<file path="config.mk">
export PLATFORM = sky130hd
export DESIGN_NAME = fetch_pc_ctrl_flat
export DESIGN_NICKNAME = d
export VERILOG_FILES = /design/src/rtl/fetch_pc_ctrl_if.sv /design/src/rtl/fetch_pc_ctrl.sv /design/src/flat_wrapper.sv
export SDC_FILE = /design/constraint.sdc
export NUM_CORES = 1
export LEC_CHECK = 0
export CAP_MARGIN = 5
export CORE_ASPECT_RATIO = 0.7
export CORE_MARGIN = 3
export CORE_UTILIZATION = 49
export CTS_CLUSTER_SIZE = 24
export DETAILED_ROUTE_END_ITERATION = 16
export GPL_TIMING_DRIVEN = 0
export PLACE_DENSITY = 0.88
export SYNTH_ARGS = -nofsm -noshare
export SYNTH_HDL_FRONTEND = slang
export SYNTH_SLANG_ARGS = --single-unit
</file>
<file path="constraint.sdc">
create_clock -name clk -period 5.1 [get_ports clk]
set_input_delay 1.02 -clock clk [delete_from_list [all_inputs] [get_ports clk]]
set_output_delay 1.02 -clock clk [all_outputs]
set_load 0.02 [all_outputs]
</file>
<file path="src/rtl/fetch_pc_ctrl_if.sv">
`default_nettype none
// ============================================================================
//  Module      : fetch_pc_ctrl_if
//  Description : Bundle of redirect requests, prediction inputs and fetch
//                outputs exchanged between the front-end and fetch_pc_ctrl.
//  Revision    : 1.0 - initial release
// ============================================================================
interface fetch_pc_ctrl_if #(
  parameter int XLEN = 32
);
  logic            stall_in;
  logic            rob_valid;
  logic            br_valid;
  logic            d1_valid;
  logic            ras_valid;
  logic [XLEN-1:0] rob_target;
  logic [XLEN-1:0] br_target;
  logic [XLEN-1:0] d1_target;
  logic [XLEN-1:0] ras_target;
  logic            bp_taken;
  logic [XLEN-1:0] bp_target;
  logic [XLEN-1:0] fetch_pc;
  logic            fetch_valid;
  logic            flush_out;
  logic [1:0]      redirect_src;
  logic [15:0]     redirect_cnt;

  // Requesters / pipeline environment side
  modport master (
    output stall_in, rob_valid, br_valid, d1_valid, ras_valid,
           rob_target, br_target, d1_target, ras_target, bp_taken, bp_target,
    input  fetch_pc, fetch_valid, flush_out, redirect_src, redirect_cnt
  );

  // PC controller side
  modport slave (
    input  stall_in, rob_valid, br_valid, d1_valid, ras_valid,
           rob_target, br_target, d1_target, ras_target, bp_taken, bp_target,
    output fetch_pc, fetch_valid, flush_out, redirect_src, redirect_cnt
  );
endinterface
`default_nettype wire

</file>
<file path="src/rtl/fetch_pc_ctrl.sv">
`default_nettype none
// ============================================================================
//  Module      : fetch_pc_ctrl
//  Description : Fetch PC generator. Arbitrates ROB/BR/D1/RAS redirects and
//                the branch predictor, parks a redirect while stalled, and
//                inserts one bubble after every applied redirect.
//  Revision    : 1.0 - initial release
// ============================================================================
module fetch_pc_ctrl #(
  parameter int              XLEN        = 32,
  parameter int              FETCH_BYTES = 32,
  parameter logic [XLEN-1:0] RESET_PC    = '0
) (
  input  logic           clk,
  input  logic           rst,
  fetch_pc_ctrl_if.slave bus
);

  typedef enum logic [1:0] {
    S_RUN   = 2'd0,
    S_HOLD  = 2'd1,
    S_FLUSH = 2'd2
  } state_t;

  state_t          state;
  logic [XLEN-1:0] cur_pc;
  logic            issue_valid;
  logic            flush_pulse;
  logic [1:0]      last_src;
  logic [15:0]     applied_cnt;
  logic            pend_valid;
  logic [1:0]      pend_src;
  logic [XLEN-1:0] pend_tgt;

  logic            req_any;
  logic [1:0]      req_src;
  logic [XLEN-1:0] req_tgt;
  logic            take_req;
  logic [1:0]      apply_src;
  logic [XLEN-1:0] apply_tgt;

  // Fixed-priority pick among this cycle's requests; a lower code wins.
  always_comb begin
    req_any = bus.rob_valid | bus.br_valid | bus.d1_valid | bus.ras_valid;
    req_src = 2'd3;
    req_tgt = bus.ras_target;
    if (bus.rob_valid) begin
      req_src = 2'd0;
      req_tgt = bus.rob_target;
    end else if (bus.br_valid) begin
      req_src = 2'd1;
      req_tgt = bus.br_target;
    end else if (bus.d1_valid) begin
      req_src = 2'd2;
      req_tgt = bus.d1_target;
    end
  end

  // A live request beats the parked one only at equal-or-higher priority.
  // Pending is only ever valid in HOLD, so outside HOLD this is just req_any.
  always_comb begin
    take_req  = req_any & (~pend_valid | (req_src <= pend_src));
    apply_src = take_req ? req_src : pend_src;
    apply_tgt = take_req ? req_tgt : pend_tgt;
  end

  // Control FSM with registered outputs; stalls only ever park or freeze.
  always_ff @(posedge clk) begin
    if (rst) begin
      state       <= S_FLUSH;
      cur_pc      <= RESET_PC;
      issue_valid <= 1'b0;
      flush_pulse <= 1'b0;
      last_src    <= 2'd0;
      applied_cnt <= 16'd0;
      pend_valid  <= 1'b0;
      pend_src    <= 2'd0;
      pend_tgt    <= '0;
    end else begin
      // Any request, even one that only gets parked, kills in-flight fetches.
      flush_pulse <= req_any;
      if (bus.stall_in) begin
        if (req_any) begin
          state       <= S_HOLD;
          issue_valid <= 1'b0;
          if (take_req) begin
            pend_valid <= 1'b1;
            pend_src   <= req_src;
            pend_tgt   <= req_tgt;
          end
        end
      end else if (req_any || pend_valid) begin
        cur_pc      <= apply_tgt;
        last_src    <= apply_src;
        state       <= S_FLUSH;
        issue_valid <= 1'b0;
        pend_valid  <= 1'b0;
        if (applied_cnt != 16'hFFFF) begin
          applied_cnt <= applied_cnt + 16'd1;
        end
      end else begin
        case (state)
          S_FLUSH: begin
            state       <= S_RUN;
            issue_valid <= 1'b1;
          end
          S_RUN: begin
            cur_pc      <= bus.bp_taken ? bus.bp_target
                                        : cur_pc + XLEN'(FETCH_BYTES);
            issue_valid <= 1'b1;
          end
          default: begin
            // HOLD without a pending redirect cannot occur; recover to RUN.
            state       <= S_RUN;
            issue_valid <= 1'b1;
          end
        endcase
      end
    end
  end

  assign bus.fetch_pc     = cur_pc;
  assign bus.fetch_valid  = issue_valid;
  assign bus.flush_out    = flush_pulse;
  assign bus.redirect_src = last_src;
  assign bus.redirect_cnt = applied_cnt;

endmodule
`default_nettype wire

</file>
<file path="src/flat_wrapper.sv">
// flat-port wrapper written by rule: the top's interface ports become plain ports
module fetch_pc_ctrl_flat 
#(
  parameter int              XLEN        = 32,
  parameter int              FETCH_BYTES = 32,
  parameter logic [XLEN-1:0] RESET_PC    = '0
)
  (clk, rst, bus_stall_in, bus_rob_valid, bus_br_valid, bus_d1_valid, bus_ras_valid, bus_rob_target, bus_br_target, bus_d1_target, bus_ras_target, bus_bp_taken, bus_bp_target, bus_fetch_pc, bus_fetch_valid, bus_flush_out, bus_redirect_src, bus_redirect_cnt);
  fetch_pc_ctrl_if #(.XLEN(XLEN)) bus_i ();
  input  logic clk;
  input  logic rst;
  input wire logic [$bits(bus_i.stall_in)-1:0] bus_stall_in;
  input wire logic [$bits(bus_i.rob_valid)-1:0] bus_rob_valid;
  input wire logic [$bits(bus_i.br_valid)-1:0] bus_br_valid;
  input wire logic [$bits(bus_i.d1_valid)-1:0] bus_d1_valid;
  input wire logic [$bits(bus_i.ras_valid)-1:0] bus_ras_valid;
  input wire logic [$bits(bus_i.rob_target)-1:0] bus_rob_target;
  input wire logic [$bits(bus_i.br_target)-1:0] bus_br_target;
  input wire logic [$bits(bus_i.d1_target)-1:0] bus_d1_target;
  input wire logic [$bits(bus_i.ras_target)-1:0] bus_ras_target;
  input wire logic [$bits(bus_i.bp_taken)-1:0] bus_bp_taken;
  input wire logic [$bits(bus_i.bp_target)-1:0] bus_bp_target;
  output wire logic [$bits(bus_i.fetch_pc)-1:0] bus_fetch_pc;
  output wire logic [$bits(bus_i.fetch_valid)-1:0] bus_fetch_valid;
  output wire logic [$bits(bus_i.flush_out)-1:0] bus_flush_out;
  output wire logic [$bits(bus_i.redirect_src)-1:0] bus_redirect_src;
  output wire logic [$bits(bus_i.redirect_cnt)-1:0] bus_redirect_cnt;
  assign bus_i.stall_in = bus_stall_in;
  assign bus_i.rob_valid = bus_rob_valid;
  assign bus_i.br_valid = bus_br_valid;
  assign bus_i.d1_valid = bus_d1_valid;
  assign bus_i.ras_valid = bus_ras_valid;
  assign bus_i.rob_target = bus_rob_target;
  assign bus_i.br_target = bus_br_target;
  assign bus_i.d1_target = bus_d1_target;
  assign bus_i.ras_target = bus_ras_target;
  assign bus_i.bp_taken = bus_bp_taken;
  assign bus_i.bp_target = bus_bp_target;
  assign bus_fetch_pc = bus_i.fetch_pc;
  assign bus_fetch_valid = bus_i.fetch_valid;
  assign bus_flush_out = bus_i.flush_out;
  assign bus_redirect_src = bus_i.redirect_src;
  assign bus_redirect_cnt = bus_i.redirect_cnt;
  fetch_pc_ctrl #(.XLEN(XLEN), .FETCH_BYTES(FETCH_BYTES), .RESET_PC(RESET_PC)) u_core (.clk(clk), .rst(rst), .bus(bus_i));
endmodule
</file>
Yosys cells after proc, flatten, opt, wreduce, memory -nomap -nowiden
Cells that the tools add are included.
Cells by class
  equality and inequality tests: 4
  magnitude comparators: 1
  bitwise gates (word level): 7
  reductions and logical operators: 10
  muxes and demuxes: 22
  add/sub/neg operators: 2
Operator list (number)
  2-to-1 mux 32 bit: 7
  adder 32 x 6 -> 32 bit (second input constant): 1
  adder 16 x 1 -> 16 bit (second input constant): 1
  != test 16 bit (second input constant): 1
  2-to-1 mux 2 bit: 7
  2-to-1 mux 1 bit: 8
  AND reduction 2 bit: 4
  AND reduction 3 bit: 2
  != test 2 x 1 -> 1 bit (second input constant): 2
  OR 1 bit: 4
  nonzero test 2 bit: 2
  != test 3 x 2 -> 1 bit (second input constant): 1
  less-or-equal comparator 2 bit: 1
  zero test 2 bit: 1
  inverter 1 bit: 2
  AND 1 bit: 1
  logical OR 1 bit: 1
Word-level totals
  word-level logic and storage cells: 55
  register bits: 89

Logic depth before layout (Yosys ltp)
Gate-level depths: netlist of the first run.
  depth after elaboration: 9
  mapped depth: 12
  gate-level depth less buffers: 9

Worst setup path after synthesis of the first run
No wires, ideal clock.
  kind: input to register
  start point: input bus_d1_valid
  end point: register u_core.cur_pc[24], in the netlist u_core.bus.fetch_pc[24]
  arrival: 3.238 ns
  buffers on the path: 4
  slack: 1.770 ns
  data required time: 5.008 ns
  setup time: 0.092 ns
  cell stages on the path: 12
  cells stage by stage: buf_2 buf_2 buf_2 a21oi_1 inv_1 ha_1 nand2_1 o211a_1 nor2_1 clkbuf_1 a211oi_1 o32ai_1
Between the ends
  cells in the longest elaborated chain, start to end: 8
RTL lines
  from (decl): RTL line flat_wrapper.sv:15  | input wire logic [$bits(bus_i.d1_valid)-1:0] bus_d1_valid;
  2-to-1 mux 1 bit: RTL line fetch_pc_ctrl.sv:53  | end else if (bus.d1_valid) begin
  2-to-1 mux 2 bit: RTL line fetch_pc_ctrl.sv:50  | end else if (bus.br_valid) begin
  2-to-1 mux 2 bit: RTL line fetch_pc_ctrl.sv:47  | if (bus.rob_valid) begin
  less-or-equal comparator 2 bit: RTL line fetch_pc_ctrl.sv:62  | take_req = req_any & (~pend_valid | (req_src <= pend_src));
  OR 1 bit: RTL line fetch_pc_ctrl.sv:62
  AND 1 bit: RTL line fetch_pc_ctrl.sv:62
  2-to-1 mux 32 bit
  2-to-1 mux 32 bit: RTL line fetch_pc_ctrl.sv:92  | end else if (req_any || pend_valid) begin
  to (signal assigned): RTL line fetch_pc_ctrl.sv:93  | cur_pc <= apply_tgt;
  to (signal assigned): RTL line fetch_pc_ctrl.sv:108  | cur_pc <= bus.bp_taken ? bus.bp_target
  to (decl): RTL line fetch_pc_ctrl.sv:26  | logic [XLEN-1:0] cur_pc;
Parallel ways exist; a longest one is shown, timed or not.
A chain may end at the register's enable or synchronous reset.

Worst setup path after layout of the first run
  start point: input bus_br_valid
  end point: register u_core.cur_pc[9], in the netlist u_core.bus.fetch_pc[9]
Between the ends
  cells in the longest elaborated chain, start to end: 7
RTL lines
  from (decl): RTL line flat_wrapper.sv:14  | input wire logic [$bits(bus_i.br_valid)-1:0] bus_br_valid;
  2-to-1 mux 2 bit: RTL line fetch_pc_ctrl.sv:50
  2-to-1 mux 2 bit: RTL line fetch_pc_ctrl.sv:47
  less-or-equal comparator 2 bit: RTL line fetch_pc_ctrl.sv:62
  OR 1 bit: RTL line fetch_pc_ctrl.sv:62
  AND 1 bit: RTL line fetch_pc_ctrl.sv:62
  2-to-1 mux 32 bit
  2-to-1 mux 32 bit: RTL line fetch_pc_ctrl.sv:92
Parallel ways exist; a longest one is shown, timed or not.

==> flow_summary_export.csv, run 1 <==
group,metric,value,unit
worst_setup_path,crit_arrival,4.89,ns
yosys,yosys.area.top_type,"dfxtp_1",
route,antenna_left,0,
yosys,ys_ff_latch,89,
yosys,synth_top_area_frac,0.305,
worst_setup_path,crit_start,"bus_br_valid",
die,dieHeight,97.4,um
die,die-area,0.0133,sq mm
placed_design,gp_congestion,0.985,
grt,grt_use_total,0.335,
yosys,synth_flop_cell,"dfxtp_1",
layout,layout-drive-gt1-share,0.0945,
grt,grt_pass1_wl,35300,um
clocking,cts_buffer_depth,2,
grt,grt_pass1_vias,6679,
route,wl,23200,um
route,vias_per_cell,6.45,
clocking,htreeDepth,3,
layout,nets,1130,
clocking,clockRootBuffer,"clkbuf_16",
clocking,cts_tree,"yes",
grt,grt_max_degree,17,
sta,fin_crit_sh,0.919,
yosys,syn-num-nets,901,
sta,worstMarginPinSlew,0.861,ns
yosys,yosys_warnings,0,
layout,fillers,869,
yosys,ys_types,68,
sta,fmax,213,MHz
run_status,status,"finished, final reports clean",
route,vias,7197,
yosys,synth-edff-count,0,
sta,setup-tns-final,0,ns
clocking,clk_pin_slew,0.07,ns
sta,hold_violations,0,
hold_path,min_from,"u_core.pend_tgt[12]",
sta,finalClockSkew,0.00696,ns
route,drcViolationCount,0,
sta,slew_viol_final,0,
yosys,synth.area.top_cells,"dfxtp_1 (30%), mux2_2 (5.4%), nor2_1 (5.4%)",
sta,setup_viol,0,
yosys,yosysSeqAreaShare,0.305,
placed_design,hpwl,17900,um
worst_setup_path,worst_setup_path_end_kind,"flop",
hold_path,hp-class,"reg2reg",
placed_design,port_buffers,218,
yosys,synthArstFlopShare,0,
placed_design,postPlaceCellArea,0.00822,sq mm
die,start_util,0.516,
route,drtIter0Drc,1128,
clocking,clock-sinks,89,
clocking,clock_latency,0.35,ns
worst_setup_path,r2r_start,"u_core.pend_src[1]",
die,die_w,137,um
route,firstDrtPassIters,7,
yosys,synth_cells,729,
route,drt-wirelength-per-cell,20.8,um
pwr,vdd_drop_max,0.183,mV
worst_setup_path,path_max_fanout,10,
die,fp-row-count,32,
die,ios,220,
worst_setup_path,critPathKind,"in2reg",
layout,synthToLayoutAreaGrowth,45.3,%
job,max-cap-violations,0,
clocking,cts_resized,0,
pwr,leakage,0.00306,uW
yosys,synthesis.area,0.00585,sq mm
layout,diodes,0,
worst_setup_path,required,5.30,ns
layout,final_cell_area,0.00850,sq mm
clocking,cts-hold-fix-buffers,0,
die,core,0.0113,sq mm
sta,period_needed,4.69,ns
sta,fin_hold_ws,0.472,ns
grt,grt_overflow,0,
clocking,numCtsBuffers,9,
sta,rsz0062_at_grt,"no",
layout,final_core_util,0.750,
sta,relSlewSlack,0.421,
clocking,post_cts.repair.setup_buffers,0,
worst_setup_path,critPathLaunchType,"input port",
pwr,power_density,237,mW/mm^2
grt,antenna_found_initial,0,
yosys,synth_area_per_cell,8.03,sq um
-- critical path, cell delays in order --
cell,delay [ns]
clkdlybuf4s50_1,0.66
or2_2,0.17
clkbuf_1,0.29
clkinv_1,0.34
ha_1,0.38
nor2b_1,0.14
o211ai_1,0.60
clkbuf_1,0.47
o2111ai_1,0.34
o211ai_1,0.30
a311oi_1,0.16
-- Yosys cell counts, drive strengths merged, types with 5 or more instances --
cell / n
clkbuf: 34
or3: 5
or4: 6
buf: 23
o21ai: 32
and3: 6
a21oi: 31
nor2: 85
xnor2: 11
mux2: 28
mux2i: 30
o211ai: 25
nand2b: 13
o2111ai: 6
nand2: 69
a311oi: 13
inv: 11
a31oi: 9
a211oi: 21
nand3: 16
o221a: 5
xor2: 10
o22ai: 8
nand4: 16
dfxtp: 89
o221ai: 23
nor4: 16
nor3: 31
nor2b: 6
-- cell families after synthesis --
| group | Yosys count | share of synthesized area |
|---|---|---|
| and+or+nand+nor | 280 | 0.243 |
| AOI/OAI and AO/OA | 207 | 0.255 |
| DFF | 89 | 0.305 |
| buffers and inverters | 70 | 0.0520 |
| muxes | 58 | 0.105 |
| xor gates and xnor gates | 21 | 0.0314 |
| adders and majority gates | 4 | 0.00855 |
-- registers in the layout, indices dropped and copies added, names as in the netlist --
register / count
u_core.bus.fetch_valid: 1
u_core.bus.flush_out: 1
u_core.pend_valid: 1
u_core.bus.fetch_pc: 32
u_core.bus.redirect_src: 2
u_core.pend_src: 2
u_core.state: 2
u_core.pend_tgt: 32
u_core.bus.redirect_cnt: 16
-- final timing paths --
check / end / slack [ns] / cells after the start
min: u_core.pend_tgt[12] / 0.47 / 2
max: u_core.bus.fetch_pc[9] / 0.41 / 11
min reg2reg: u_core.pend_tgt[12] / 0.47 / 2
max reg2reg: u_core.bus.fetch_pc[9] / 2.24 / 8
-- cells in the final DEF, fill, tap and decap left out, types with 21 or more instances in the layout --
cell type / synthesis / layout
clkbuf_1: 34 / 34
nor3_1: 29 / 29
mux2i_1: 30 / 30
nand2_1: 67 / 67
dfxtp_1: 89 / 89
a21oi_1: 31 / 31
o211ai_1: 24 / 24
o221ai_1: 23 / 23
mux2_2: 28 / 28
nor2_1: 84 / 84
a211oi_1: 21 / 21
o21ai_0: 28 / 28
clkdlybuf4s50_1: 0 / 218
-- where the power goes --
| group | internal [uW] | leakage (uW) | switching [uW] | total (uW) |
|---|---|---|---|---|
| sequential | 749 | 0.000735 | 58.1 | 807 |
| combinational | 281 | 0.00220 | 283 | 564 |
| clock | 334 | 0.000128 | 307 | 641 |
-- cell type report --
| class | count | area [sq um] | area share |
|---|---|---|---|
| inverter | 13 | 48.8 | 0.00574 |
| buffer | 57 | 255 | 0.0300 |
| tap | 153 | 191 | 0.0225 |
| timing repair buffer | 218 | 2180 | 0.257 |
| multi-input combinational | 570 | 3760 | 0.443 |
| sequential | 89 | 1780 | 0.210 |
| clock buffer | 9 | 225 | 0.0265 |
| clock inverter | 7 | 53.8 | 0.00633 |
-- per-layer routing --
metal  GRT usage  routed length, um  up-vias
met5           0                  0        -
met4       0.122                866        0
met3      0.0983               3090      104
met2       0.514              10100      590
met1       0.444               9190     3281
li1            -                  -     3222
-- stage by stage --
stage	cells	worst slack, ns	power, uW
floorplan	729	1.77	1080
global placement	1100	0.255	1360
detailed placement	1100	0.201	1370
CTS	1116	0.557	1990
global route	1116	0.202	2080
finish	1116	0.411	2010
(Power assumes the default switching activity.)
==> inputs of run 2 (changes only) <==
--- a/config.mk
+++ b/config.mk
@@ -13,6 +13,7 @@
 export DETAILED_ROUTE_END_ITERATION = 16
 export GPL_TIMING_DRIVEN = 0
 export PLACE_DENSITY = 0.88
+export RECOVER_POWER = 100
 export SYNTH_ARGS = -nofsm -noshare
 export SYNTH_HDL_FRONTEND = slang
 export SYNTH_SLANG_ARGS = --single-unit
==> run 2 against run 1 <==
Against the previous run: fmax decreased by 2.0%; register-to-register slack got worse by 0.03 ns; routed wire length barely moved; non-clock buffer count unchanged; combinational power down 2%; final area is 0.50% lower; largest cell class unchanged; critical path type unchanged; die area did not move; critical endpoint is now u_core.pend_tgt[30]; power decreased by 0.70%; final cell count unchanged; hold slack improved by 0.0020 ns; clock power barely moved; largest power group unchanged; via count decreased by 0.67%; highest routed layer unchanged.
==> flow_summary_export.csv, run 2 (synthesized netlist as in run 1, its figures left out) <==
group,metric,value,unit
worst_setup_path,path_delay_family,"buffers and inverters",
worst_setup_path,worst_setup_path_end_kind,"flop",
worst_setup_path,critPathSlowestCell,"nor3_1",
clocking,cts_buffer_depth,2,
die,core,0.0113,sq mm
clocking,cts_tree,"yes",
route,firstDrtPassIters,7,
worst_setup_path,path_cells,"dlygate4sd3_1 > or2_2 > clkbuf_1 > clkinv_1 > ha_1 > nor2b_1 > o211a_1 > nor3_1 > clkbuf_1 > nor2_1 > a211oi_1",
clocking,htreeDepth,3,
layout,diodes,0,
worst_setup_path,crit_path_frequent_cell,"clkbuf_1",
die,die-area,0.0133,sq mm
grt,grt_pass1_vias,6679,
route,drt-wirelength-per-cell,20.8,um
placed_design,port_buffers,218,
route,vias,7149,
sta,setup-tns-final,0,ns
worst_setup_path,r2r_start,"u_core.pend_src[1]",
pwr,power_density,236,mW/mm^2
hold_path,hp-class,"reg2reg",
sta,relSlewSlack,0.299,
worst_setup_path,r2r-end,"u_core.pend_tgt[30]",
grt,grt_pass1_wl,35300,um
pwr,leakage,0.00318,uW
sta,fin_crit_sh,0.939,
worst_setup_path,rr_worst_depth,8,
layout,final_common_cell,"clkdlybuf4s50_1",
layout,regArea,0.00178,sq mm
grt,grt_max_degree,17,
worst_setup_path,crit_arrival,5.05,ns
clocking,cts-hold-fix-buffers,0,
hold_path,min_from,"u_core.pend_tgt[12]",
layout,multi_input_area,0.00374,sq mm
die,start_util,0.516,
die,die_w,137,um
sta,fmax,209,MHz
placed_design,gp_congestion,0.985,
worst_setup_path,r2r_slack,2.21,ns
layout,fillers,882,
clocking,clk_pin_slew,0.07,ns
worst_setup_path,required,5.36,ns
worst_setup_path,slowest_delay,0.83,ns
layout,layout-drive-gt1-share,0.0841,
layout,synthToLayoutAreaGrowth,44.6,%
layout,final_cell_area,0.00846,sq mm
worst_setup_path,path_max_fanout,10,
route,drtIter0Drc,1152,
hold_path,min_to,"u_core.pend_tgt[12]",
placed_design,hpwl,17900,um
grt,grt_overflow,0,
worst_setup_path,critPathLaunchType,"input port",
grt,grt_use_total,0.335,
sta,hold_violations,0,
sta,rsz0062_at_grt,"no",
layout,nets,1130,
hold_path,hold_path_depth,2,
sta,finalClockSkew,0.00494,ns
route,vias_per_cell,6.41,
pwr,vdd_drop_max,0.182,mV
die,dieHeight,97.4,um
sta,fin_hold_ws,0.474,ns
sta,period_needed,4.79,ns
placed_design,postPlaceCellArea,0.00822,sq mm
route,drcViolationCount,0,
sta,slew_viol_final,0,
route,antenna_left,0,
clocking,numCtsBuffers,9,
die,fp-row-count,32,
run_status,status,"finished, final reports clean",
clocking,cts_resized,0,
sta,worstMarginPinSlew,1.04,ns
route,wl,23300,um
die,ios,220,
worst_setup_path,path_buf_inv,4,
sta,setup_viol,0,
clocking,post_cts.repair.setup_buffers,0,
clocking,clock-sinks,89,
clocking,clock_latency,0.35,ns
clocking,clockRootBuffer,"clkbuf_16",
job,max-cap-violations,0,
grt,antenna_found_initial,0,
layout,final_cell_mix,"clkdlybuf4s50_1 (164), dfxtp_1 (89), nor2_1 (85), nand2_1 (67), dlygate4sd3_1 (54)",
worst_setup_path,critPathKind,"in2reg",
-- run 2: cell types whose count changed in the layout (fill, tap and decap cells not counted), sizes merged --
cell / previous run / this run
dlygate4sd3: 0 / 54
clkbuf: 43 / 49
buf: 23 / 17
clkdlybuf4s50: 218 / 164
-- run 2: final cells by class --
type,count,share of cell area
buffer,57,0.0284
clock buffer,9,0.0266
clock inverter,7,0.00636
inverter,13,0.00577
multi-input combinational,570,0.442
sequential,89,0.211
tap,153,0.0226
timing repair buffer,218,0.258
-- run 2: routing by layer --
metal	vias to the layer above	track usage	share of wire
met3	111	0.0983	0.14
met1	3234	0.444	0.39
met5	-	0	0
li1	3228	-	-
met2	576	0.514	0.44
met4	0	0.122	0.036
-- run 2: how the worst max path moves through the flow --
stage	cells after the start	endpoint	from	slack [ns]
after global placement	11	u_core.bus.fetch_pc[7]	bus_br_valid	0.25
after CTS	11	u_core.bus.fetch_pc[7]	bus_br_valid	0.56
after floorplan	12	u_core.bus.fetch_pc[24]	bus_d1_valid	1.77
after detailed placement	11	u_core.bus.fetch_pc[7]	bus_br_valid	0.20
final	11	u_core.pend_tgt[30]	bus_br_valid	0.31
after global routing	11	u_core.bus.fetch_pc[7]	bus_br_valid	0.15
-- run 2: where the power goes --
part	internal, uW	switching (uW)	total (uW)
registers	749	57.3	806
logic	269	283	552
clock network	334	306	640
total	1350	646	2000
-- run 2: worst min-delay path: stages, from the launching register on --
cell and delay (ns):
dfxtp_1 0.31, nand2_1 0.06, a21oi_1 0.06
-- run 2: per-stage QoR --
stage	util	power [uW]	std cells	setup slack, ns
final	0.747	2000	1116	0.313
after global routing	0.747	2060	1116	0.146
after CTS	0.750	1990	1116	0.557
after detailed placement	0.726	1370	1100	0.201
after global placement	0.726	1360	1100	0.255
after floorplan	-	1080	729	1.77
==> inputs of run 3 (changes only) <==
--- a/config.mk
+++ b/config.mk
@@ -12,8 +12,10 @@
 export CTS_CLUSTER_SIZE = 24
 export DETAILED_ROUTE_END_ITERATION = 16
 export GPL_TIMING_DRIVEN = 0
+export MAX_ROUTING_LAYER = met4
 export PLACE_DENSITY = 0.88
 export RECOVER_POWER = 100
+export REMOVE_ABC_BUFFERS = 1
 export SYNTH_ARGS = -nofsm -noshare
 export SYNTH_HDL_FRONTEND = slang
 export SYNTH_SLANG_ARGS = --single-unit
==> run 3 against run 2 <==
Against the previous run: sequential share of layout area increased by 0.26 points; register-to-register slack got worse by 0.03 ns; core utilization decreased by 0.92 points; routed wire length decreased by 6.0%; setup slack improved by 0.075 ns; non-clock buffer count decreased by 48; critical path type unchanged.
==> flow_summary_export.csv, run 3 (synthesized netlist as in run 1, its figures left out) <==
group,metric,value,unit
run_status,status,"finished, final reports clean",
die,ios,220,
sta,rsz0062_at_grt,"no",
die,start_util,0.516,
sta,period_needed,4.71,ns
sta,hold_violations,0,
sta,finalClockSkew,0.00906,ns
placed_design,postPlaceCellArea,0.00807,sq mm
route,vias,6814,
worst_setup_path,path_max_fanout,40,
route,drcViolationCount,0,
die,die-area,0.0133,sq mm
job,max-cap-violations,0,
layout,final_common_cell,"clkdlybuf4s50_1",
route,wl,21900,um
clocking,htreeDepth,3,
route,drt-wirelength-per-cell,20.5,um
clocking,clk_pin_slew,0.06,ns
worst_setup_path,required,5.32,ns
hold_path,hp-class,"reg2reg",
grt,grt_pass1_wl,34200,um
die,dieHeight,97.4,um
sta,fin_crit_sh,0.924,
pwr,clock_power_share,0.327,
die,fp-row-count,32,
sta,setup_slack,0.388,ns
pwr,leakage,0.00313,uW
clocking,cts-hold-fix-buffers,0,
die,core,0.0113,sq mm
sta,setup-tns-final,0,ns
pwr,internal_power,1410,uW
sta,worstMarginPinSlew,1.36,ns
sta,slew_viol_final,0,
layout,synthToLayoutAreaGrowth,42.8,%
pwr,sw_frac_of_total,0.298,
worst_setup_path,crit_arrival,4.94,ns
clocking,clock-sinks,89,
pwr,power_frac_seq,0.404,
clocking,cts_buffer_depth,2,
layout,nets,1082,
clocking,clock_latency,0.34,ns
placed_design,pre_cts_ws,-1.32,ns
layout,regArea,0.00178,sq mm
layout,multi_input_area,0.00377,sq mm
pwr,p_switching,596,uW
layout,layout-drive-gt1-share,0.0811,
clocking,cts_tree,"yes",
sta,fmax,212,MHz
grt,antenna_found_initial,0,
worst_setup_path,worst_setup_path_end_kind,"flop",
route,drtIter0Drc,859,
clocking,clockRootBuffer,"clkbuf_16",
sta,setup_viol,0,
placed_design,gp_congestion,0.941,
layout,final_cell_mix,"clkdlybuf4s50_1 (164), dfxtp_1 (89), nor2_1 (84), nand2_1 (67), dlygate4sd3_1 (52)",
worst_setup_path,critPathLaunchType,"input port",
grt,grt_max_degree,41,
placed_design,port_buffers,219,
worst_setup_path,critPathKind,"in2reg",
layout,diodes,0,
sta,relSlewSlack,0.0904,
route,firstDrtPassIters,6,
route,antenna_left,0,
grt,grt_pass1_vias,6238,
pwr,vdd_drop_max,0.207,mV
grt,grt_overflow,0,
pwr,comb_power_share,0.269,
grt,grt_use_total,0.329,
clocking,numCtsBuffers,9,
pwr,power_density,240,mW/mm^2
die,die_w,137,um
layout,fillers,825,
layout,final_cell_area,0.00836,sq mm
placed_design,hpwl,16100,um
route,vias_per_cell,6.39,
sta,fin_hold_ws,0.457,ns
[run 3: area by class of cell]
class                   count  share of cell area
clock buffers              11              0.0290
clock inverters             3             0.00509
inverters                  13             0.00584
multi-input cells         570               0.451
flip-flops and latches     89               0.213
well taps                 153              0.0229
repair buffers            227               0.273
[run 3: through the flow]
stage	power, uW	std cells	util
floorplan	1050	672	-
global placement	1330	1044	0.704
detailed placement	1360	1049	0.712
CTS	2000	1066	0.740
global route	2070	1066	0.738
finish	2000	1066	0.738
[run 3: path summary, 6_finish.rpt]
kind	end	depth (start not counted)	slack (ns)	from
max	u_core.pend_tgt[4]	10	0.39	bus_rob_valid
min	u_core.pend_tgt[12]	2	0.46	u_core.pend_tgt[12]
max reg2reg	u_core.bus.redirect_cnt[5]	5	2.18	u_core.pend_valid
min reg2reg	u_core.pend_tgt[12]	2	0.46	u_core.pend_tgt[12]
[run 3: routing by layer]
metal | share of wire | vias to the layer above | track usage
li1 | - | 3128 | -
met1 | 0.41 | 3168 | 0.453
met2 | 0.45 | 480 | 0.495
met3 | 0.13 | 38 | 0.0916
met4 | 0.013 | 0 | 0.0480
met5 | 0 | - | -
[run 3: critical path: stages]
cell             delay (ns)
clkdlybuf4s15_2        0.71
or2_2                  0.44
clkinv_1               0.34
ha_1                   0.40
nor2b_1                0.17
o211ai_1               0.29
clkbuf_1               0.56
nand3_1                0.63
nor2_1                 0.28
nor3_1                 0.07
[run 3: power groups by stage]
stage                     Clock, uW  Combinational (uW)  Sequential (uW)
final                           654                 539              809
after CTS                       657                 541              807
after detailed placement          0                 536              822
after floorplan                   0                 216              839
after global routing            678                 577              815
after global placement            0                 516              818
[run 3: timing repair]
action,CTS,global route
setup buffers,3,0
endpoints found under the hold margin,0,0
endpoints found under the setup margin,56,0
gates resized for setup,3,0
